File: src/rtl/aes_key_pkg.sv
// Shared AES key-schedule definitions: widths, rcon start value, phase encoding.
package aes_key_pkg;
  localparam int WORD_W  = 32;
  localparam int BLOCK_W = 128;
  localparam int KEY_W   = 192;

  // Rcon consumed by w[48], the first rcon-bearing word met walking backwards.
  localparam logic [7:0] RCON_LAST = 8'h80;

  // Position of the 4-word step relative to the 6-word rcon period.
  typedef enum logic [1:0] {
    P0 = 2'd0,
    P1 = 2'd1,
    P2 = 2'd2
  } phase_e;
endpackage

File: src/rtl/inv_expand192_if.sv
// Control/data bundle between a decryption round controller and the inverse
// AES-192 key expander.
interface inv_expand192_if;
  import aes_key_pkg::*;

  logic               load;
  logic [KEY_W-1:0]   lastKey;
  logic               advance;
  logic [BLOCK_W-1:0] roundKey;
  logic [3:0]         roundIdx;
  logic               keyValid;
  logic               last;

  modport master (
    output load, lastKey, advance,
    input  roundKey, roundIdx, keyValid, last
  );

  modport slave (
    input  load, lastKey, advance,
    output roundKey, roundIdx, keyValid, last
  );
endinterface

File: src/rtl/inv_galoismult.sv
// Divide by x in GF(2^8) (AES polynomial): undoes one xtime, so it walks the
// Rcon sequence backwards (80, 40, ..., 01).
module inv_galoismult (
  input  logic [7:0] a_i,
  output logic [7:0] y_o
);
  assign y_o = a_i[0] ? (((a_i ^ 8'h1b) >> 1) | 8'h80) : (a_i >> 1);
endmodule

File: src/rtl/rotate.sv
// Left rotate of an N-element vector of W-bit elements by SHIFT elements.
// With N=4, W=8, SHIFT=1 this is the AES RotWord.
module rotate #(
  parameter int SHIFT = 1,
  parameter int N     = 4,
  parameter int W     = 8
) (
  input  logic [N*W-1:0] in_i,
  output logic [N*W-1:0] out_o
);
  assign out_o = {in_i[N*W-SHIFT*W-1:0], in_i[N*W-1 -: SHIFT*W]};
endmodule

File: src/rtl/subword.sv
// AES SubWord: four parallel S-boxes. Each S-box is the GF(2^8) inverse
// (x^254) followed by the AES affine transform.
module subword (
  input  logic [31:0] in_i,
  output logic [31:0] out_o
);
  function automatic logic [7:0] xtime(input logic [7:0] a);
    return {a[6:0], 1'b0} ^ (a[7] ? 8'h1b : 8'h00);
  endfunction

  function automatic logic [7:0] gmul(input logic [7:0] a, input logic [7:0] b);
    logic [7:0] p;
    logic [7:0] x;
    p = 8'h00;
    x = a;
    for (int i = 0; i < 8; i++) begin
      if (b[i]) p = p ^ x;
      x = xtime(x);
    end
    return p;
  endfunction

  // x^254 = prod x^(2^i), i=1..7; maps 0 to 0 as AES requires.
  function automatic logic [7:0] sbox(input logic [7:0] a);
    logic [7:0] sq;
    logic [7:0] inv;
    sq  = a;
    inv = 8'h01;
    for (int i = 1; i < 8; i++) begin
      sq  = gmul(sq, sq);
      inv = gmul(inv, sq);
    end
    return inv ^ {inv[6:0], inv[7]} ^ {inv[5:0], inv[7:6]} ^
           {inv[4:0], inv[7:5]} ^ {inv[3:0], inv[7:4]} ^ 8'h63;
  endfunction

  for (genvar b = 0; b < 4; b++) begin : g_sb
    assign out_o[8*b +: 8] = sbox(in_i[8*b +: 8]);
  end
endmodule

File: src/rtl/inv_expand192.sv
// AES-192 inverse key expansion. Holds a 6-word window w[k..k+5] and, per
// advance, derives the 4 older words w[k-4..k-1] from it in one cycle. The
// low 4 window words are the current round key (12 down to 0).
module inv_expand192 #(
  parameter int unsigned NROUNDS   = 12,
  parameter logic [7:0]  RCON_LAST = aes_key_pkg::RCON_LAST
) (
  input logic            clk,
  input logic            reset,
  inv_expand192_if.slave bus
);
  import aes_key_pkg::WORD_W;
  import aes_key_pkg::BLOCK_W;
  import aes_key_pkg::KEY_W;
  import aes_key_pkg::phase_e;
  import aes_key_pkg::P0;
  import aes_key_pkg::P1;
  import aes_key_pkg::P2;

  localparam logic [3:0] IDX_FIRST = 4'(NROUNDS);

  logic [KEY_W-1:0]        win_q, win_d;
  logic [7:0]              rcon_q, rcon_div;
  phase_e                  phase_q;
  logic [3:0]              idx_q;
  logic                    vld_q;
  logic                    step;

  // wv[5] is w[k] (oldest), wv[0] is w[k+5].
  logic [5:0][WORD_W-1:0]  wv;
  // gin[j]/nw[3-j]: f-input and result for new word j = w[k-4+j].
  logic [3:0][WORD_W-1:0]  gin, nw;
  logic [WORD_W-1:0]       sw_in, rot_w, sub_w, f_w;

  assign wv = win_q;

  // Only one rcon position per phase, so a single SubWord is muxed between
  // w[k+1] (P0, j=0) and w[k+3] (P2, j=2).
  assign sw_in = (phase_q == P2) ? wv[2] : wv[4];

  rotate #(.SHIFT(1), .N(4), .W(8)) u_rot (.in_i(sw_in), .out_o(rot_w));
  subword        u_sub (.in_i(rot_w),  .out_o(sub_w));
  inv_galoismult u_div (.a_i(rcon_q),  .y_o(rcon_div));

  assign f_w = sub_w ^ {rcon_q, 24'h0};

  // New word j = window word (j+2) ^ g_j(window word (j+1)); no chaining.
  always_comb begin
    for (int j = 0; j < 4; j++) gin[j] = wv[4-j];
    if (phase_q == P0)      gin[0] = f_w;
    else if (phase_q == P2) gin[2] = f_w;
    for (int j = 0; j < 4; j++) nw[3-j] = wv[3-j] ^ gin[j];
    win_d = {nw, wv[5], wv[4]};
  end

  assign step = bus.advance && vld_q && (idx_q != 4'd0) && !bus.load;

  // Sweep state: load restarts from round NROUNDS, each step moves 4 words older.
  always_ff @(posedge clk or negedge reset) begin
    if (!reset) begin
      win_q   <= '0;
      rcon_q  <= RCON_LAST;
      phase_q <= P0;
      idx_q   <= 4'd0;
      vld_q   <= 1'b0;
    end else if (bus.load) begin
      win_q   <= bus.lastKey;
      rcon_q  <= RCON_LAST;
      phase_q <= P0;
      idx_q   <= IDX_FIRST;
      vld_q   <= 1'b1;
    end else if (step) begin
      win_q <= win_d;
      idx_q <= idx_q - 4'd1;
      case (phase_q)
        P0: begin
          phase_q <= P1;
          rcon_q  <= rcon_div;
        end
        P1: phase_q <= P2;
        default: begin
          phase_q <= P0;
          rcon_q  <= rcon_div;
        end
      endcase
    end
  end

  assign bus.roundKey = win_q[BLOCK_W-1:0];
  assign bus.roundIdx = idx_q;
  assign bus.keyValid = vld_q;
  assign bus.last     = vld_q && (idx_q == 4'd0);
endmodule

File: src/flat_wrapper.sv
// flat-port wrapper written by rule: the top's interface ports become plain ports
module inv_expand192_flat import aes_key_pkg::WORD_W; import aes_key_pkg::BLOCK_W; import aes_key_pkg::KEY_W; import aes_key_pkg::phase_e; import aes_key_pkg::P0; import aes_key_pkg::P1; import aes_key_pkg::P2;
#(
  parameter int unsigned NROUNDS   = 12,
  parameter logic [7:0]  RCON_LAST = aes_key_pkg::RCON_LAST
)
  (clk, reset, bus_load, bus_lastKey, bus_advance, bus_roundKey, bus_roundIdx, bus_keyValid, bus_last);
  inv_expand192_if bus_i ();
  input logic clk;
  input logic reset;
  input wire logic [$bits(bus_i.load)-1:0] bus_load;
  input wire logic [$bits(bus_i.lastKey)-1:0] bus_lastKey;
  input wire logic [$bits(bus_i.advance)-1:0] bus_advance;
  output wire logic [$bits(bus_i.roundKey)-1:0] bus_roundKey;
  output wire logic [$bits(bus_i.roundIdx)-1:0] bus_roundIdx;
  output wire logic [$bits(bus_i.keyValid)-1:0] bus_keyValid;
  output wire logic [$bits(bus_i.last)-1:0] bus_last;
  assign bus_i.load = bus_load;
  assign bus_i.lastKey = bus_lastKey;
  assign bus_i.advance = bus_advance;
  assign bus_roundKey = bus_i.roundKey;
  assign bus_roundIdx = bus_i.roundIdx;
  assign bus_keyValid = bus_i.keyValid;
  assign bus_last = bus_i.last;
  inv_expand192 #(.NROUNDS(NROUNDS), .RCON_LAST(RCON_LAST)) u_core (.clk(clk), .reset(reset), .bus(bus_i));
endmodule
File: config.mk
export PLATFORM = sky130hd
export DESIGN_NAME = inv_expand192_flat
export DESIGN_NICKNAME = d
export VERILOG_FILES = /design/src/rtl/aes_key_pkg.sv /design/src/rtl/inv_expand192_if.sv /design/src/rtl/inv_galoismult.sv /design/src/rtl/rotate.sv /design/src/rtl/subword.sv /design/src/rtl/inv_expand192.sv /design/src/flat_wrapper.sv
export SDC_FILE = /design/constraint.sdc
export NUM_CORES = 2
export LEC_CHECK = 0
export BUFFER_PORTS_ARGS = -buffer_cell sky130_fd_sc_hd__buf_2
export CAP_MARGIN = 0
export CORE_MARGIN = 2
export CORE_UTILIZATION = 60
export DETAILED_ROUTE_END_ITERATION = 6
export PLACE_DENSITY = 0.78
export SLEW_MARGIN = 20
export SYNTH_ARGS = -nofsm -noshare
export SYNTH_HDL_FRONTEND = slang
export SYNTH_HIERARCHICAL = 1
export SYNTH_SLANG_ARGS = --single-unit
File: constraint.sdc
create_clock -name clk -period 18.25 [get_ports clk]
set_clock_uncertainty 0.2 [all_clocks]
set_input_delay 5.475 -clock clk [delete_from_list [all_inputs] [get_ports clk]]
set_output_delay 5.475 -clock clk [all_outputs]
set_load 0.005 [all_outputs]
==> metrics.md <==
| Metric | Value |
|---|---|
| Status | complete, but fails checks |
| Failing checks | antenna rules, DRC |
| CTS Root Buffer Type | clkbuf_16 |
| CTS Buffer Depth | 3 |
| Area contributors post-synth | xnor2_1, xnor3_1, dfrtp_1 |
| Crit path top cell by count | xnor2_1 |
| CTS tree | done |
| Placed Cells | between 10k and 15k |
| CP Launch Type | register |
| EDFF count, synth | 0 |
| First-pass GRT wire length | around 360000 µm |
| Slowest stage delay, CP | between 0.5 and 0.6 ns |
| Drt initial violations | between 8k and 9k |
| Total CTS buffers | 27 |
| Seq cells post-synth | 207 |
| Slew headroom | 0.270 |
| IO Pins | between 300 and 400 |
| Worst skew pair latency | between 0.6 and 0.7 ns |
| Via count | 69.9k |
| Maximum number of pins on one net before global-route repair | approximately 180 |
| WL per Instance | roughly 21 µm |
| CP required | 18.54 ns |
| Initial antenna violation count | 5 |
| Post-layout util | 0.650 |
| First-pass detailed-route iteration total | 7 |
| Final Max Slew Viols | 0 |
| Final-stage net count | around 9.5k |
| H-tree lvl count | 1 |
| ANT nets after route | 1 |
| Layout cells sized above 1 | 0.148 |
| Crit-path max FO | 29 |
| Fin. Hold Viols | 0 |
| CP endpoint kind | register |
| Die height | roughly 350 µm |
| Worst path slowest cell | xnor3_1 |
| Post-synth top area share | 0.203 |
| Total Wirelength | approximately 230000 µm |
| Clk slew on worst S/H paths | ~0.07 ns |
| Post-synthesis cell area | between 0.07 and 0.08 mm² |
| Post-detail-place hpwl | roughly 170000 µm |
| Commonest non-fill, non-tap cell in the layout | xnor2_1 |
| WS Path Type | reg2reg |
| Ys async rst share | 1.00 |
| Congestion Overflow GR | 0 |
| Min Tclk post-route | roughly 18 ns |
| Post-DR vias/cell | 6.46 |
| Fin cells | approximately 11k |
| Achievable frequency | about 57 MHz |
| Most frequent cells in the layout | xnor2_1, nor2_1, nand2_1 |
| Chip width | around 350 µm |
| Slew @ Worst Pin | 1.09 ns |
| Tcrit/Tclk final | 0.964 |
| Dominant cell type by area after synthesis | xnor2_1 |
| Worst Path Arrival | ~18 ns |
| Hold-fix buffers, CTS | 0 |
| Synth Instances | 9311 |
| Syn_nets | roughly 9.5k |
| GR Util All Layers | 0.356 |
| Vias in the first global route | around 65k |
| Number of port buffers | around 330 |
| Syn avg cell area | approximately 7.6 µm² |
| Most used DFF post-synth | dfrtp_1 |
| YS warnings | 6 |
| Register area share after synthesis | 0.0735 |
| Clock Sinks | a little over 200 |
| Core area | around 0.12 mm² |
| Max-capacitance violation count | 0 |
| Netlist cell types | around 130 |
| Final setup violation count | 0 |
| Row count | around 130 |
| GP Congestion | between 1 and 1.5 |
| DRC | 3 |
| Starting Density | 0.606 |
| Min-Delay Path Class | reg2reg |
| Die area | approximately 0.12 mm² |
| Syn-to-layout area delta | 7.21% |
## logic make-up after synthesis
kind of cell    Yosys count  share of synthesized area
fa+ha+maj                37                    0.00632
simple gates           3244                      0.207
compound gates         1931                      0.179
flops                   207                     0.0735
mux                     425                     0.0623
xor+xnor               2557                      0.408
buf+inv                 910                     0.0637
## metal layers
metal	wire length [µm]	GRT usage	vias to the layer above
li1	-	-	32200
met2	104000	0.574	3912
met3	21700	0.0504	552
met1	93200	0.485	33200
met5	13	0	-
met4	8250	0.126	2
## per-stage QoR
step | TNS [ns] | cell area, µm² | setup WS, ns | hold WS [ns]
after floorplan | 0 | 70500 | 1.39 | 0.299
after global placement | -0.429 | 73300 | -0.124 | 0.335
after detailed placement | -1.96 | 73300 | -0.397 | 0.353
after CTS | 0 | 74400 | 0.103 | 0.362
after global routing | -0.302 | 75600 | -0.0511 | 0.385
final | 0 | 75600 | 0.656 | 0.366
## state kept, by name, indices dropped and copies added, names as in the netlist
| signal | count |
|---|---|
| u_core/phase_q | 2 |
| u_core/bus.keyValid | 1 |
| u_core/win_q | 192 |
| u_core/rcon_q | 8 |
| u_core/bus.roundIdx | 4 |
## worst paths after layout
| check | end | cells after the start | slack [ns] | startpoint |
|---|---|---|---|---|
| max | u_core/win_q[190] | 62 | 0.66 | u_core/phase_q[1] |
| min | u_core/win_q[44] | 2 | 0.37 | u_core/win_q[172] |
| max reg2reg | u_core/win_q[190] | 62 | 0.66 | u_core/phase_q[1] |
| min reg2reg | u_core/win_q[44] | 2 | 0.37 | u_core/win_q[172] |
| max in group asynchronous | u_core/win_q[142] | 2 | 11.74 | reset |
| min in group asynchronous | u_core/win_q[36] | 1 | 4.61 | reset |
## cell usage after synthesis (all sizes together), types with 33 or more instances
cell and number:
clkbuf 389, xnor2 1761, nand3 260, nor2 1169, a31oi 88, nand2b 58
o211ai 80, a221o 56, a211oi 92, dfrtp 206, nor3 308, nand2 956
nor2b 58, inv 86, a21oi 459, nor4 57, o31ai 38, mux2i 337
nor3b 63, xnor3 295, and3 44, mux2 87, nand4 63, and2 64
or2 33, buf 425, a22oi 54, or3 33, a21o 36, xor2 456
o22ai 126, xor3 45, o21ai 515
## area by class of cell
class                           count  area (µm²)
Fill cell                       10100       40800
Clock buffer                       38         767
Tap cell                         1524        1910
Timing Repair Buffer              750        4900
Multi-Input combinational cell   8194       62400
Inverter                           96         360
Antenna cell                        8        20.0
Sequential cell                   207        5180
Clock inverter                     10         109
## critical path, delay by kind of cell, from the launching register on
family,cells,cell delay (ns)
AO/OA/AOI/OAI,8,1.88
XOR/XNOR,26,7.89
adder cells (fa/ha/maj),2,0.90
buffers and inverters,8,1.66
flip-flops,1,0.43
multiplexers,4,1.27
AND/OR/NAND/NOR,14,3.14
## timing repair
| item | 4_1_cts | 5_1_grt |
|---|---|---|
| buffers inserted | 3 | 29 |
| hold endpoints to repair | 0 | 0 |
| pin swaps | 1 | 19 |
| endpoints found under the setup margin | 13 | 64 |
| gates resized for setup | 17 | 141 |
Power is left out: the tool's default activity adds up to more than one toggle a clock period on the data nets, which glitch-free logic cannot reach.
